===== config.mk =====
export PLATFORM = sky130hd
export DESIGN_NAME = fpaddsub_align_shift_pipe
export DESIGN_NICKNAME = d
export VERILOG_FILES = /design/src/rtl/fpaddsub_align_shift_pipe.sv
export SDC_FILE = /design/constraint.sdc
export NUM_CORES = 1
export LEC_CHECK = 0
export ABC_AREA = 1
export BUFFER_PORTS_ARGS = -buffer_cell sky130_fd_sc_hd__buf_2
export CORE_ASPECT_RATIO = 1.1
export CORE_MARGIN = 2
export CORE_UTILIZATION = 50
export CTS_BUF_LIST = sky130_fd_sc_hd__clkbuf_2
export DETAILED_ROUTE_END_ITERATION = 16
export PLACE_DENSITY = 0.7
export REMOVE_ABC_BUFFERS = 1
export SYNTH_ARGS = -nofsm -noshare
export SYNTH_HDL_FRONTEND = slang
export SYNTH_SLANG_ARGS = --single-unit

===== constraint.sdc =====
create_clock -name clk -period 3.7 [get_ports clk]
set_input_delay 0.185 -clock clk [delete_from_list [all_inputs] [get_ports clk]]
set_output_delay 0.185 -clock clk [all_outputs]
set_load 0.02 [all_outputs]

===== src/rtl/fpaddsub_align_shift_pipe.sv =====
// Two-stage right-shift alignment for the FP add/sub datapath: coarse shift by
// multiples of four, then a fine shift of 0-3, producing guard/round/sticky.
module fpaddsub_align_shift_pipe #(
    parameter int MW = 24,
    parameter int SW = 5,
    parameter int TW = 8
) (
    input  logic          clk,
    input  logic          rst,
    input  logic          in_valid,
    output logic          in_ready,
    input  logic [MW-1:0] in_mant,
    input  logic [SW-1:0] in_shift,
    input  logic [TW-1:0] in_tag,
    output logic          out_valid,
    input  logic          out_ready,
    output logic [MW-1:0] out_mant,
    output logic          out_g,
    output logic          out_r,
    output logic          out_s,
    output logic [TW-1:0] out_tag
);

    localparam int EW = MW + 3;

    // ------------------------------------------------------------------
    // Handshake
    // ------------------------------------------------------------------
    logic s1_valid_reg;
    logic s2_valid_reg;
    logic s2_adv;
    logic s1_adv;
    logic accept;

    assign s2_adv    = !s2_valid_reg || out_ready;
    assign s1_adv    = !s1_valid_reg || s2_adv;
    assign in_ready  = s1_adv;
    assign accept    = in_valid && s1_adv;
    assign out_valid = s2_valid_reg;

    // ------------------------------------------------------------------
    // Stage 1 combinational: coarse shift of the extended mantissa
    // ------------------------------------------------------------------
    logic [EW-1:0]   ext;
    logic [SW-1:0]   coarse_amt;
    logic [2*EW-1:0] coarse_wide;
    logic [EW-1:0]   coarse_ext;
    logic            coarse_drop;
    logic            sat;

    assign ext        = {in_mant, 3'b000};
    assign coarse_amt = {in_shift[SW-1:2], 2'b00};
    // The lower half of the widened vector collects exactly the bits shifted out.
    assign coarse_wide = {ext, {EW{1'b0}}} >> coarse_amt;
    assign coarse_ext  = coarse_wide[2*EW-1:EW];
    assign coarse_drop = |coarse_wide[EW-1:0];
    assign sat         = (32'(in_shift) >= EW);

    logic [EW-1:0] s1_ext_reg;
    logic          s1_sticky_reg;
    logic [1:0]    s1_fine_reg;
    logic [TW-1:0] s1_tag_reg;
    logic          s1_sat_reg;

    always_ff @(posedge clk or posedge rst) begin
        if (rst) begin
            s1_valid_reg  <= 1'b0;
            s1_ext_reg    <= '0;
            s1_sticky_reg <= 1'b0;
            s1_fine_reg   <= 2'b00;
            s1_tag_reg    <= '0;
            s1_sat_reg    <= 1'b0;
        end else begin
            if (s1_adv) begin
                s1_valid_reg <= accept;
            end
            if (accept) begin
                s1_fine_reg <= in_shift[1:0];
                s1_tag_reg  <= in_tag;
                s1_sat_reg  <= sat;
                // A saturating beat keeps only the "any bit set" sticky.
                if (sat) begin
                    s1_ext_reg    <= '0;
                    s1_sticky_reg <= |in_mant;
                end else begin
                    s1_ext_reg    <= coarse_ext;
                    s1_sticky_reg <= coarse_drop;
                end
            end
        end
    end

    // ------------------------------------------------------------------
    // Stage 2 combinational: fine shift of 0-3
    // ------------------------------------------------------------------
    logic [EW+2:0] fine_wide;
    logic [EW-1:0] fine_res;
    logic          fine_drop;
    logic [MW-1:0] mant_next;
    logic          g_next;
    logic          r_next;
    logic          s_next;

    assign fine_wide = {s1_ext_reg, 3'b000} >> s1_fine_reg;
    assign fine_res  = fine_wide[EW+2:3];
    assign fine_drop = |fine_wide[2:0];

    always_comb begin
        mant_next = fine_res[EW-1:3];
        g_next    = fine_res[2];
        r_next    = fine_res[1];
        s_next    = fine_res[0] | fine_drop | s1_sticky_reg;
        if (s1_sat_reg) begin
            mant_next = '0;
            g_next    = 1'b0;
            r_next    = 1'b0;
            s_next    = s1_sticky_reg;
        end
    end

    logic [MW-1:0] s2_mant_reg;
    logic          s2_g_reg;
    logic          s2_r_reg;
    logic          s2_s_reg;
    logic [TW-1:0] s2_tag_reg;

    always_ff @(posedge clk or posedge rst) begin
        if (rst) begin
            s2_valid_reg <= 1'b0;
            s2_mant_reg  <= '0;
            s2_g_reg     <= 1'b0;
            s2_r_reg     <= 1'b0;
            s2_s_reg     <= 1'b0;
            s2_tag_reg   <= '0;
        end else if (s2_adv) begin
            s2_valid_reg <= s1_valid_reg;
            if (s1_valid_reg) begin
                s2_mant_reg <= mant_next;
                s2_g_reg    <= g_next;
                s2_r_reg    <= r_next;
                s2_s_reg    <= s_next;
                s2_tag_reg  <= s1_tag_reg;
            end
        end
    end

    assign out_mant = s2_mant_reg;
    assign out_g    = s2_g_reg;
    assign out_r    = s2_r_reg;
    assign out_s    = s2_s_reg;
    assign out_tag  = s2_tag_reg;

endmodule


Word level (Yosys, flattened, before mapping)
Cells that the tools add are included.
{ "op_classes": {"order_cmp": 1, "shifts": 2, "n_mux": 6, "n_bitwise": 2, "reduce_logical": 9} }
{ "op_table": {"columns": ["op", "count"], "rows": [
  ["54-bit by 5-bit right shift with 54-bit output", 1],
  ["30-bit by 2-bit right shift with 30-bit output", 1],
  ["27-bit 2-to-1 mux", 1],
  ["27-bit OR reduction", 1],
  ["24-bit 2-to-1 mux", 1],
  ["24-bit OR reduction", 1],
  ["5-bit greater-or-equal comparator (second input constant)", 1],
  ["1-bit 2-to-1 mux", 4],
  ["3-bit OR reduction", 1],
  ["1-bit zero test", 2],
  ["1-bit logical OR", 2],
  ["1-bit OR", 2],
  ["2-bit AND reduction", 1],
  ["1-bit logical AND", 1]
]} }
{ "word_totals": {"reg_bits": 76, "in_bits": 41} }

Logic depth before layout (Yosys ltp)
Gate-level depths: netlist of run 1.
{ "depth": {"word_depth": 5, "depth_mapped": 12} }

Worst setup path before layout of run 1
No wires, ideal clock.
{ "synth_path": {"path_kind": "flip-flop to flip-flop", "start": "register s2_valid_reg (netlist: out_valid)", "end": "register s1_ext_reg[0]", "setup_ns": 0.140, "t_arrival_ns": 1.473, "required_time_ns": 3.560, "slack_ns": 2.087, "stages_incl_launch_ff": 7, "synth_period_minus_slack_ns": 1.613, "cell_sequence": "dfrtp_1 nand3_1 nand2_1 buf_2 inv_1 clkbuf_1 o32ai_1"} }
{ "synth_via": {"elab_chain_cells": 4} }
{ "synth_lines": {"columns": ["item", "line_no", "source"], "rows": [
  ["start, declared", "30", "logic s2_valid_reg;"],
  ["start signal, assigned", "136", "s2_valid_reg <= s1_valid_reg;"],
  ["1-bit zero test", "35", "assign s2_adv = !s2_valid_reg || out_ready;"],
  ["1-bit logical OR", "35", null],
  ["1-bit logical OR", "36", "assign s1_adv = !s1_valid_reg || s2_adv;"],
  ["via in_ready", "11", "output logic in_ready,"],
  ["1-bit logical AND", "38", "assign accept = in_valid && s1_adv;"],
  ["end signal, assigned", "86", "s1_ext_reg <= coarse_ext;"],
  ["end, declared", "59", "logic [EW-1:0] s1_ext_reg;"]
]} }
The timed path passes the listed nets, and every way through them passes these cells.
A chain may end at the register's enable or synchronous reset.

Worst setup path in the final report of run 1
{ "layout_path": {"start": "register s2_valid_reg (netlist: out_valid)", "end": "register s1_ext_reg[10]"} }
{ "layout_via": {"elab_chain_cells": 4} }
{ "layout_lines": {"columns": ["item", "line_no"], "rows": [
  ["1-bit zero test", "35"],
  ["1-bit logical OR", "35"],
  ["1-bit logical OR", "36"],
  ["1-bit logical AND", "38"]
]} }
Every way passes these cells.

==> results of run 1 <==
-- critical path: cells and delay by family (launching register included) --
| kind | cells | cell delay (ps) |
|---|---|---|
| buf+inv | 2 | 900 |
| simple gates | 3 | 620 |
| flops | 1 | 440 |
| compound gates | 1 | 80 |
-- worst paths after layout --
path | from | slack (ps) | end
min reg2reg | s1_tag_reg[0] | 500 | out_tag[0]
min in group asynchronous | rst | 340 | out_tag[1]
max reg2reg | out_valid | 1560 | s1_ext_reg[10]
max in group asynchronous | rst | 2330 | s1_ext_reg[26]
min | in_mant[22] | 60 | s1_ext_reg[25]
max | out_valid | 1560 | s1_ext_reg[10]
-- cell type report --
class	count	area, sq um	area share (%)
Timing Repair Buffer	97	568	12.0
Tap cell	108	135	2.84
Inverter	33	124	2.61
Sequential cell	76	1900	40.0
Clock buffer	10	50.0	1.05
Clock inverter	6	38.8	0.816
Multi-Input combinational cell	417	1930	40.7
-- through the flow --
stage | setup WS [ps] | cells | instance area, sq um | power [uW] | hold WS (ps)
after global routing | 1290 | 747 | 4750 | 2470 | 0.0404
after global placement | 1630 | 718 | 4530 | 1910 | 381
final | 1560 | 747 | 4750 | 2310 | 58.4
after CTS | 1530 | 746 | 4740 | 2320 | 1.20
after floorplan | 1380 | 526 | 3960 | 1630 | 295
after detailed placement | 1590 | 718 | 4530 | 1930 | 387
-- power groups by stage --
stage | logic, uW | registers [uW] | clock network (uW)
after global routing | 912 | 1120 | 433
after detailed placement | 812 | 1120 | 0
after CTS | 823 | 1100 | 400
after floorplan | 372 | 1250 | 0
after global placement | 804 | 1110 | 0
final | 822 | 1100 | 386
-- layout by cell type (no fill, tap or decap), types with 7 or more instances in the layout --
cell type	count
sky130_fd_sc_hd__buf_4	7
sky130_fd_sc_hd__nand3_1	44
sky130_fd_sc_hd__inv_1	30
sky130_fd_sc_hd__o21ai_0	49
sky130_fd_sc_hd__dlygate4sd3_1	13
sky130_fd_sc_hd__a32o_1	20
sky130_fd_sc_hd__clkbuf_2	10
sky130_fd_sc_hd__nor2_1	17
sky130_fd_sc_hd__o22ai_1	8
sky130_fd_sc_hd__buf_2	77
sky130_fd_sc_hd__dfrtp_1	76
sky130_fd_sc_hd__a21oi_1	9
sky130_fd_sc_hd__nand2_1	244
-- cells by family (layout without fill, tap and decap cells) --
kind of cell | count (synthesis) | in the layout | synth area share, %
AND/OR/NAND/NOR | 316 | 316 | 30.8
multiplexers | 4 | 4 | 0.973
AO/OA/AOI/OAI | 97 | 97 | 15.2
flip-flops | 76 | 76 | 46.2
buffers and inverters | 68 | 146 | 6.81
-- routing by layer --
layer,GRT usage [%],vias to the layer above
li1,-,2004
met1,37.4,1950
met2,41.3,183
met3,4.62,17
met4,8.05,0
met5,0,-
==> summary.md, run 1 <==
| Metric | Value |
|---|---|
| Result of the run | `finished, final reports clean` |
| MaxCap Viol Count | `0` |
| Clock Latency Late Sink | `~520 ps` |
| Post-CTS Resized | `0` |
| Count leader, synth | `sky130_fd_sc_hd__nand2_1` |
| Path class of the lowest-slack min-delay path | `input pin to flip-flop` |
| Startpoint type of the worst setup path | `flip-flop` |
| Largest stage delay on the critical path | `530 ps` |
| Leading register cell type out of synthesis | `sky130_fd_sc_hd__dfrtp_1` |
| Top cell type's share of synthesized area | `between 40% and 50%` |
| Number of unique standard cell types used by synthesis | `29` |
| Total wirelength of the detailed-routed design | `11,200 microns` |
| Htree depth | `3` |
| Actual slew at the worst max-slew pin | `around 920 ps` |
| First-pass GRT wire length | `roughly 19,000 microns` |
| Data arrival time of the critical path | `2570 ps` |
| Cell depth of the worst hold path | `3` |
| Cell Int Power | `between 1000 and 1500 uW` |
| Final setup vio count | `0` |
| Cell mode on critical path | `sky130_fd_sc_hd__nand3_1` |
| Boundary pin count | `78` |
| Comb power frac | `35.6%` |
| Setup Buffers After CTS | `0` |
| Post-Syn Area | `between 0.004 and 0.005 sq mm` |
| Accumulated negative setup slack | `0 ps` |
| Cell Rows | `34` |
| Vert. Die Dim | `a little under 100 microns` |
| Proportion of register bits with asynchronous set or reset after synthesis | `100%` |
| Clock transition at the registers of the reported paths | `210 ps` |
| Clk pwr share | `16.7%` |
| Number of warnings issued by yosys | `0` |
| Pwr dens | `485 mW/mm^2` |
| Hold violation total from the final report | `0` |
| Setup repair after global routing missed its margin | `no` |
| Kind of critical path | `flip-flop to flip-flop` |
| Sequential Power Share | `47.6%` |
| Sw Ratio | `between 40% and 50%` |
| Post-Synthesis Mean Instance Area | `7.34 sq um` |
| Total overflow reported by the global router | `0` |
| Vias per Instance | `5.56` |
| Met2 layer wire length in the routed design | `5330 microns` |
| Count of buffers inserted at the top-level ports | `77` |
| Net switching power figure | `around 930 uW` |
| Post-detailed-route wirelength per cell | `roughly 15 microns` |
| Root buffer cell | `sky130_fd_sc_hd__clkbuf_2` |
| Worst VDD drop | `around 0.19 mV` |
| Met1 wire length | `5000 microns` |
| Critical Path RT | `~4100 ps` |
| Clock sink count | `76` |
| Share of final-layout standard cells stronger than drive strength 1 | `between 10% and 20%` |
| CP max stage cell | `sky130_fd_sc_hd__inv_1` |
| TritonCTS clock tree | `built` |
| Max-slew violation total from the final report | `0` |
| Initial Utilization | `between 50% and 60%` |
| Tmin final | `between 2000 and 2500 ps` |
| Cell types with the largest area share after synthesis | `sky130_fd_sc_hd__dfrtp_1, sky130_fd_sc_hd__nand2_1, sky130_fd_sc_hd__o21ai_0` |
| Top cell type by total area after synthesis | `sky130_fd_sc_hd__dfrtp_1` |
| Number of synthesized flops with an enable pin | `0` |
| P&R area growth vs syn | `15.4%` |
| Number of DRC markers after the initial detailed-route iteration | `286` |
| Flip-flop count of the largest register, all copies and words added | `27` |
| Die width | `roughly 90 microns` |
| Maximum number of pins on one net before global-route repair | `40` |
| Maximum root-to-sink buffer count | `2` |
| Overall global routing resource usage | `26.3%` |
| Top cells by count, synth | `sky130_fd_sc_hd__nand2_1, sky130_fd_sc_hd__dfrtp_1, sky130_fd_sc_hd__o21ai_0` |
| Hold bufs inserted after CTS | `12` |
| Number of global-route vias before repair | `3,877` |
| Antenna violations before repair | `0` |
| Placeable core region | `0.00796 sq mm` |
| Depth of the worst register-to-register path | `6` |
| Layout filler cell count | `791` |
| CTS Buf Count | `9` |
| Count of state elements after synthesis | `76` |
| Cells along the critical path | `nand3_1 > nand2_1 > inv_1 > buf_4 > nand3_1 > o21ai_0` |
| Maximum fanout along the worst path | `27` |
| Final Util | `about 60%` |
| Placer's final routability congestion estimate | `approximately 1` |
| Sequential cell area fraction in the yosys report | `about 46%` |
| Cells after Synth | `about 560` |
| Final Cycle Share | `57.9%` |
| Detail Route Antenna Nets | `0` |
| HPWL Detailed | `around 8000 microns` |
| Pre-antenna DRT Iters | `5` |
| Largest clock skew in the final design | `32.6 ps` |
| Worst setup EP type | `flip-flop` |
| Static leakage power | `between 0.002 and 0.0025 uW` |
| Diodes inserted | `0` |
| Rel. slew slack | `38.8%` |
| Wire length on met3 | `656 microns` |
| Net count of the finished layout | `slightly below 700` |
| Top sig layer | `met4` |
| Total number of vias | `4,154` |
| Die ar. | `between 0.008 and 0.009 sq mm` |
| DR DRC count | `0` |
| Achievable clock frequency | `0.467 GHz` |
Note: power is estimated with default switching activity, not from simulation.
==> inputs of run 2 (changes only) <==
--- a/config.mk
+++ b/config.mk
@@ -5,14 +5,14 @@
 export SDC_FILE = /design/constraint.sdc
 export NUM_CORES = 1
 export LEC_CHECK = 0
-export ABC_AREA = 1
+export ABC_AREA = 0
 export BUFFER_PORTS_ARGS = -buffer_cell sky130_fd_sc_hd__buf_2
 export CORE_ASPECT_RATIO = 1.1
 export CORE_MARGIN = 2
 export CORE_UTILIZATION = 50
 export CTS_BUF_LIST = sky130_fd_sc_hd__clkbuf_2
 export DETAILED_ROUTE_END_ITERATION = 16
-export PLACE_DENSITY = 0.7
+export PLACE_DENSITY = 0.73
 export REMOVE_ABC_BUFFERS = 1
 export SYNTH_ARGS = -nofsm -noshare
 export SYNTH_HDL_FRONTEND = slang
==> constraint.sdc (replaced) <==
create_clock -name clk -period 1.89 [get_ports clk]
set_input_delay 0.0945 -clock clk [delete_from_list [all_inputs] [get_ports clk]]
set_output_delay 0.0945 -clock clk [all_outputs]
set_load 0.02 [all_outputs]
==> run 2 against run 1 <==
Effect of this change:
- non-clock buffer count up 23
- combinational power grew 75%
- flip-flop and latch count unchanged
- utilization up 1.9 points
- critical path type unchanged
- critical endpoint is now s1_ext_reg[19]
- largest cell class unchanged
==> summary.md, run 2 <==
| Metric | Value |
|---|---|
| Pwr dens | `886 mW/mm^2 (+83%)` |
| Post-Synthesis Mean Instance Area | `11.5 sq um (+56%)` |
| Accumulated negative setup slack | `0 ps (unchanged)` |
| Largest clock skew in the final design | `24.4 ps (-8.22 ps)` |
| Largest stage delay on the critical path | `440 ps (-90 ps)` |
| Layout filler cell count | `680 (-14%)` |
| Most common cell after layout, fill and taps aside | `sky130_fd_sc_hd__buf_2` |
| Compound-cell area share of the yosys netlist | `15.2% (about the same)` |
| Clock Latency Late Sink | `510 ps (about the same)` |
| Data arrival time of the critical path | `2050 ps (-520 ps)` |
| Placeable core region | `0.00828 sq mm (+4.0%)` |
| Maximum root-to-sink buffer count | `2 (unchanged)` |
| Vert. Die Dim | `100 microns (+0.84%)` |
| Achievable clock frequency | `0.603 GHz (+29%)` |
| Worst VDD drop | `0.384 mV (+110%)` |
| Boundary pin count | `78 (unchanged)` |
| HPWL Detailed | `8120 microns (-1.3%)` |
| Count leader, synth | `sky130_fd_sc_hd__dfrtp_1` |
| Number of DRC markers after the initial detailed-route iteration | `230 (-20%)` |
| Count of buffers inserted at the top-level ports | `77 (unchanged)` |
| Total overflow reported by the global router | `0 (unchanged)` |
| P&R area growth vs syn | `21.8%` |
| Proportion of register bits with asynchronous set or reset after synthesis | `100% (unchanged)` |
| Max-slew violation total from the final report | `0 (unchanged)` |
| Worst slack on hold paths | `82.8 ps (+24.4 ps)` |
| Rel. slew slack | `64.8% (+26 points)` |
| Die width | `91.3 microns (+0.84%)` |
| Setup Buffers After CTS | `0 (unchanged)` |
| Top cells by count, synth | `sky130_fd_sc_hd__dfrtp_1, sky130_fd_sc_hd__nand2_1, sky130_fd_sc_hd__a22o_1` |
| Worst setup timing slack at the placement stage | `25.7 ps (-1570 ps)` |
| Htree depth | `3 (unchanged)` |
| Placer's final routability congestion estimate | `0.958 (-3.6%)` |
| Total number of vias | `3,479 (-16%)` |
| Initial Utilization | `50.6% (-1.1 points)` |
| Placed Cells | `548 (-24%)` |
| Most used cells in the layout excluding fill and tap cells | `sky130_fd_sc_hd__buf_2, sky130_fd_sc_hd__dfrtp_1, sky130_fd_sc_hd__nand2_1` |
| Post-detailed-route wirelength per cell | `18.7 microns (+25%)` |
| Post-Syn Area | `0.00419 sq mm (+1.8%)` |
| Count of buffer and inverter cells on the critical path | `1 (-1)` |
| Cells along the critical path | `nand3b_1 > nand2_1 > buf_4 > o41ai_1` |
| Result of the run | `finished, final reports clean` |
| DR DRC count | `0 (unchanged)` |
| Clock sink count | `76 (unchanged)` |
| Kind of critical path | `flip-flop to flip-flop` |
| Path class of the lowest-slack min-delay path | `input pin to flip-flop` |
| Clock transition at the registers of the reported paths | `190 ps (-20 ps)` |
| Hold violation total from the final report | `0 (unchanged)` |
| Top cell type by total area after synthesis | `sky130_fd_sc_hd__dfrtp_1` |
| Number of synthesized flops with an enable pin | `0 (unchanged)` |
| Net count of the finished layout | `509 (-25%)` |
| Share of final-layout standard cells stronger than drive strength 1 | `34.7% (+18 points)` |
| Setup repair after global routing missed its margin | `no` |
| Flip-flop count of the largest register, all copies and words added | `27 (unchanged)` |
| Tmin final | `1660 ps (-482 ps)` |
| Number of warnings issued by yosys | `0 (unchanged)` |
| MaxCap Viol Count | `0 (unchanged)` |
| First-pass GRT wire length | `17,700 microns (-6.6%)` |
| CTS Buf Count | `9 (unchanged)` |
| Number of unique standard cell types used by synthesis | `50 (+72%)` |
| Sequential cell area fraction in the yosys report | `45.4% (-0.80 points)` |
| Final setup vio count | `0 (unchanged)` |
| Number of global-route vias before repair | `3,409 (-12%)` |
| Count of state elements after synthesis | `76 (unchanged)` |
| Top delay family on crit path | `flip-flops` |
| Post-CTS Resized | `0 (unchanged)` |
| Maximum number of pins on one net before global-route repair | `33 (-18%)` |
| Antenna violations before repair | `0 (unchanged)` |
| Actual slew at the worst max-slew pin | `528 ps (-390 ps)` |
| Die ar. | `0.00913 sq mm (+1.7%)` |
| Number of standard cells in the final layout excluding fillers | `583 (-22%)` |
| Adder and majority cell fraction of the synthesized area | `0% (unchanged)` |
| Multiplexer share of the synthesized area | `23.3% (+22 points)` |
| Hold bufs inserted after CTS | `20 (+8)` |
| CP max stage cell | `sky130_fd_sc_hd__dfrtp_1` |
| Synthesized-area fraction occupied by and/or/nand/nor cells | `11.7% (-19 points)` |
| Cell Rows | `35 (+2.9%)` |
| Root buffer cell | `sky130_fd_sc_hd__clkbuf_2` |
| Leading register cell type out of synthesis | `sky130_fd_sc_hd__dfrtp_1` |
| Critical Path RT | `2280 ps (-1850 ps)` |
| Fin worst setup slack | `232 ps (-1330 ps)` |
| Vias per Instance | `5.97 (+7.3%)` |
| Detail Route Antenna Nets | `0 (unchanged)` |
| Post-Synth XOR/XNOR Area | `0% (unchanged)` |
| Final Util | `61.6% (+1.9 points)` |
| Worst setup EP type | `flip-flop` |
| Startpoint type of the worst setup path | `flip-flop` |
| Cells after Synth | `365 (-35%)` |
| Main combinational cell family by area after synthesis | `multiplexers` |
| Pre-antenna DRT Iters | `4 (-1)` |
| Top cell type's share of synthesized area | `45.4% (-0.80 points)` |
| Total wirelength of the detailed-routed design | `10,900 microns (-2.6%)` |
| Final Cycle Share | `87.8% (+30 points)` |
| Diodes inserted | `0 (unchanged)` |
| TritonCTS clock tree | `built` |
| Static leakage power | `0.00241 uW (-3.1%)` |
| Overall global routing resource usage | `24.9% (-1.4 points)` |
| Cell types with the largest area share after synthesis | `sky130_fd_sc_hd__dfrtp_1, sky130_fd_sc_hd__mux4_2, sky130_fd_sc_hd__a22o_1` |
| Maximum fanout along the worst path | `32 (+19%)` |
==> run 2: cell types whose count changed in the layout (fill, tap and decap cells not counted), moves of 17 or more <==
cell,before,now
sky130_fd_sc_hd__inv_1,30,3
sky130_fd_sc_hd__a32o_1,20,1
sky130_fd_sc_hd__nand3_1,44,7
sky130_fd_sc_hd__nand2_1,244,66
sky130_fd_sc_hd__o21ai_0,49,18
sky130_fd_sc_hd__a22o_1,3,30
sky130_fd_sc_hd__mux2_2,0,17
sky130_fd_sc_hd__mux4_2,0,24
==> run 2: area by class of cell <==
cell class | instances | area [sq um] | share of cell area, %
Tap cell | 111 | 139 | 2.72
Multi-Input combinational cell | 256 | 2100 | 41.2
Clock inverter | 4 | 75.1 | 1.47
Inverter | 5 | 18.8 | 0.368
Sequential cell | 76 | 1900 | 37.3
Timing Repair Buffer | 120 | 808 | 15.8
Clock buffer | 11 | 55.1 | 1.08
==> run 2: path summary, 6_finish.rpt <==
check                              start             end  slack [ps]  cells past startpoint
max                            out_valid  s1_ext_reg[19]         230                      4
min                           in_mant[0]   s1_sticky_reg          80                      4
max reg2reg                    out_valid  s1_ext_reg[19]         230                      4
min reg2reg                s1_tag_reg[1]   s1_tag_reg[1]         510                      2
max in group asynchronous            rst   s1_sticky_reg        1190                      4
min in group asynchronous            rst      out_tag[1]         140                      3
==> run 2: layer usage <==
layer	GRT usage, %	vias to the layer above	part of all wire [%]
li1	-	1590	-
met1	34.7	1751	43
met2	41.1	120	50
met3	2.10	18	5.1
met4	9.79	0	2.0
met5	0	-	0
==> run 2: metrics by stage <==
step / cell area, sq um / total power [uW]
5_1_grt: 5100 / 4740
3_3_place_gp: 4770 / 3490
3_5_place_dp: 4770 / 3540
2_1_floorplan: 4020 / 2980
4_1_cts: 5100 / 4550
6_report: 5100 / 4520
==> run 2: cells by family after synthesis <==
logic type             count (synthesis)
flip-flops                            76
buffers and inverters                 33
multiplexers                          62
AND/OR/NAND/NOR                      109
AO/OA/AOI/OAI                         85
==> run 2: worst min-delay path: stages <==
cell,delay (ps)
sky130_fd_sc_hd__buf_2,120
sky130_fd_sc_hd__a21oi_1,150
sky130_fd_sc_hd__o41a_1,130
sky130_fd_sc_hd__o41ai_1,60
==> run 2: report_power, final <==
part	leakage, uW	internal (uW)	switching (uW)
sequential	0.000974	1890	206
clock	0.0000743	441	545
combinational	0.00137	679	760
==> inputs of run 3 (changes only) <==
--- a/config.mk
+++ b/config.mk
@@ -9,10 +9,10 @@
 export BUFFER_PORTS_ARGS = -buffer_cell sky130_fd_sc_hd__buf_2
 export CORE_ASPECT_RATIO = 1.1
 export CORE_MARGIN = 2
-export CORE_UTILIZATION = 50
+export CORE_UTILIZATION = 40
 export CTS_BUF_LIST = sky130_fd_sc_hd__clkbuf_2
 export DETAILED_ROUTE_END_ITERATION = 16
-export PLACE_DENSITY = 0.73
+export PLACE_DENSITY = 0.6
 export REMOVE_ABC_BUFFERS = 1
 export SYNTH_ARGS = -nofsm -noshare
 export SYNTH_HDL_FRONTEND = slang
==> run 3 against run 2 <==
Effect of this change:
- setup slack improved by 57 ps
- final area rose by 0.12%
- sequential share of layout area barely moved
- first-iteration DRC count rose by 3.9%
- register-to-register slack improved by 60 ps
- routed wire length rose by 2.2%
- critical path depth did not move
- total power fell by 0.41%
- via count fell by 1.6%
- worst hold slack got worse by 21 ps
- clock skew rose by 7.4 ps
- combinational power barely moved
- critical endpoint is now s1_ext_reg[20]
- largest power group unchanged
==> summary.md, run 3 (synthesis results as in run 2) <==
| Metric | Value |
|---|---|
| CTS Buf Count | `9 (unchanged)` |
| Achievable clock frequency | `0.625 GHz (+3.6%)` |
| Initial Utilization | `40.7% (-9.9 points)` |
| Worst VDD drop | `0.323 mV (-16%)` |
| Share of final-layout standard cells stronger than drive strength 1 | `34.3% (-0.42 points)` |
| Number of DRC markers after the initial detailed-route iteration | `239 (+3.9%)` |
| Final Cycle Share | `84.7% (-3.0 points)` |
| Die width | `102 microns (+11%)` |
| Sequential Area | `0.00190 sq mm (unchanged)` |
| Worst slack on hold paths | `62.0 ps (-20.7 ps)` |
| DR DRC count | `0 (unchanged)` |
| Total overflow reported by the global router | `0 (unchanged)` |
| Flip-flop count of the largest register, all copies and words added | `27 (unchanged)` |
| Clock Latency Late Sink | `530 ps (+20 ps)` |
| Boundary pin count | `78 (unchanged)` |
| Combined area of the multi-input logic cells | `0.00210 sq mm (unchanged)` |
| Maximum root-to-sink buffer count | `2 (unchanged)` |
| Final setup vio count | `0 (unchanged)` |
| Startpoint type of the worst setup path | `flip-flop` |
| Net count of the finished layout | `508 (-0.20%)` |
| Cells along the critical path | `nand3b_1 > nand2_1 > buf_4 > o41ai_1` |
| Post-detailed-route wirelength per cell | `18.1 microns (-3.3%)` |
| Path class of the lowest-slack min-delay path | `input pin to flip-flop` |
| HPWL Detailed | `8230 microns (+1.4%)` |
| Met2 layer wire length in the routed design | `5490 microns (+1.5%)` |
| Worst setup EP type | `flip-flop` |
| Pwr dens | `882 mW/mm^2 (-0.53%)` |
| Data arrival time of the critical path | `2030 ps (-20 ps)` |
| Met1 wire length | `4900 microns (+3.4%)` |
| P&R area growth vs syn | `21.9%` |
| Clock sink count | `76 (unchanged)` |
| Max-slew violation total from the final report | `0 (unchanged)` |
| Setup Buffers After CTS | `0 (unchanged)` |
| Total wirelength of the detailed-routed design | `11,200 microns (+2.2%)` |
| Cell Rows | `39 (+11%)` |
| Vias per Instance | `5.56 (-6.9%)` |
| Clock transition at the registers of the reported paths | `220 ps (+30 ps)` |
| Die ar. | `0.0113 sq mm (+24%)` |
| Placer's final routability congestion estimate | `0.947 (-1.2%)` |
| Vert. Die Dim | `111 microns (+11%)` |
| Result of the run | `finished, final reports clean` |
| Antenna violations before repair | `1 (+1)` |
| Final cell area excluding filler cells | `0.00511 sq mm (+0.12%)` |
| Largest clock skew in the final design | `31.8 ps (+7.41 ps)` |
| Number of standard cells in the final layout excluding fillers | `616 (+5.7%)` |
| Most common cell after layout, fill and taps aside | `sky130_fd_sc_hd__buf_2` |
| Post-CTS Resized | `0 (unchanged)` |
| Setup repair after global routing missed its margin | `no` |
| Critical Path RT | `2320 ps (+40 ps)` |
| Hold violation total from the final report | `0 (unchanged)` |
| Maximum fanout along the worst path | `12 (-63%)` |
| Pre-antenna DRT Iters | `4 (unchanged)` |
| First-pass GRT wire length | `18,400 microns (+3.9%)` |
| Layout filler cell count | `970 (+43%)` |
| Static leakage power | `0.00240 uW (-0.55%)` |
| Count of buffer and inverter cells on the critical path | `1 (unchanged)` |
| Number of global-route vias before repair | `3,423 (+0.41%)` |
| Htree depth | `3 (unchanged)` |
| Top sig layer | `met4` |
| Placed Instance Area | `0.00479 sq mm (+0.31%)` |
| Kind of critical path | `flip-flop to flip-flop` |
| Top delay family on crit path | `simple AND/OR/NAND/NOR gates` |
| TritonCTS clock tree | `built` |
| Overall global routing resource usage | `21.1% (-3.8 points)` |
| Hold bufs inserted after CTS | `19 (-5.0%)` |
| Placed Cells | `580 (+5.8%)` |
| Wire length on met3 | `511 microns (-7.8%)` |
| Total number of vias | `3,424 (-1.6%)` |
| Count of buffers inserted at the top-level ports | `77 (unchanged)` |
| CP max stage cell | `sky130_fd_sc_hd__dfrtp_1` |
| MaxCap Viol Count | `0 (unchanged)` |
| Root buffer cell | `sky130_fd_sc_hd__clkbuf_2` |
| Placeable core region | `0.0103 sq mm (+24%)` |
| Maximum number of pins on one net before global-route repair | `77 (+130%)` |
| Actual slew at the worst max-slew pin | `539 ps (+11.1 ps)` |
| Most used cells in the layout excluding fill and tap cells | `sky130_fd_sc_hd__buf_2, sky130_fd_sc_hd__dfrtp_1, sky130_fd_sc_hd__nand2_1` |
| Tmin final | `1600 ps (-57.4 ps)` |
| Rel. slew slack | `63.7% (-1.0 points)` |
| Detail Route Antenna Nets | `0 (unchanged)` |
| Largest stage delay on the critical path | `440 ps (about the same)` |
run 3: cell types whose count changed in the layout (fill, tap and decap cells not counted):
cell                            previous run  this run
sky130_fd_sc_hd__buf_4                    19        21
sky130_fd_sc_hd__dlygate4sd3_1            20        19
sky130_fd_sc_hd__diode_2                   0         1
sky130_fd_sc_hd__clkinv_1                  0         3
sky130_fd_sc_hd__clkbuf_2                 11        10
sky130_fd_sc_hd__clkinvlp_4                2         1
sky130_fd_sc_hd__buf_12                    4         2
run 3: where the power goes:
group / internal [uW] / leakage, uW / switching [uW]
logic: 670 / 0.00135 / 757
registers: 1890 / 0.000974 / 202
clock network: 430 / 0.0000747 / 553
run 3: cell type report:
cell class | instances | area share, %
Antenna cell | 1 | 0.0490
Clock buffer | 10 | 0.980
Clock inverter | 6 | 1.54
Inverter | 5 | 0.367
Multi-Input combinational cell | 256 | 41.2
Sequential cell | 76 | 37.2
Tap cell | 143 | 3.50
Timing Repair Buffer | 119 | 15.1
run 3: through the flow:
| step | worst slack, ps | util, % | setup TNS, ps | total power, uW |
|---|---|---|---|---|
| after floorplan | -537 | - | -27290 | 2980 |
| after global placement | 48.0 | 46.5 | 0 | 3500 |
| after detailed placement | 48.9 | 46.5 | 0 | 3530 |
| after CTS | 268 | 49.6 | 0 | 4550 |
| after global routing | 81.3 | 49.6 | 0 | 4770 |
| final | 289 | 49.6 | 0 | 4500 |
run 3: final timing paths:
path	start	end	slack [ps]	depth (start not counted)
worst max-delay path	out_valid	s1_ext_reg[20]	290	4
worst min-delay path	in_mant[17]	s1_ext_reg[20]	60	3
worst max register to register	out_valid	s1_ext_reg[20]	290	4
worst min register to register	s1_tag_reg[4]	s1_tag_reg[4]	500	2
max in group asynchronous	rst	s1_ext_reg[19]	1400	4
min in group asynchronous	rst	out_mant[23]	150	4
run 3: metal layers:
metal,track usage [%],vias up
li1,-,1595
met1,30.4,1704
met2,32.1,109
met3,2.45,16
met4,9.28,0
met5,0,-
run 3: worst min-delay path, stage by stage:
cell and delay (ps):
sky130_fd_sc_hd__buf_2 120, sky130_fd_sc_hd__mux2i_1 250, sky130_fd_sc_hd__o41ai_1 100
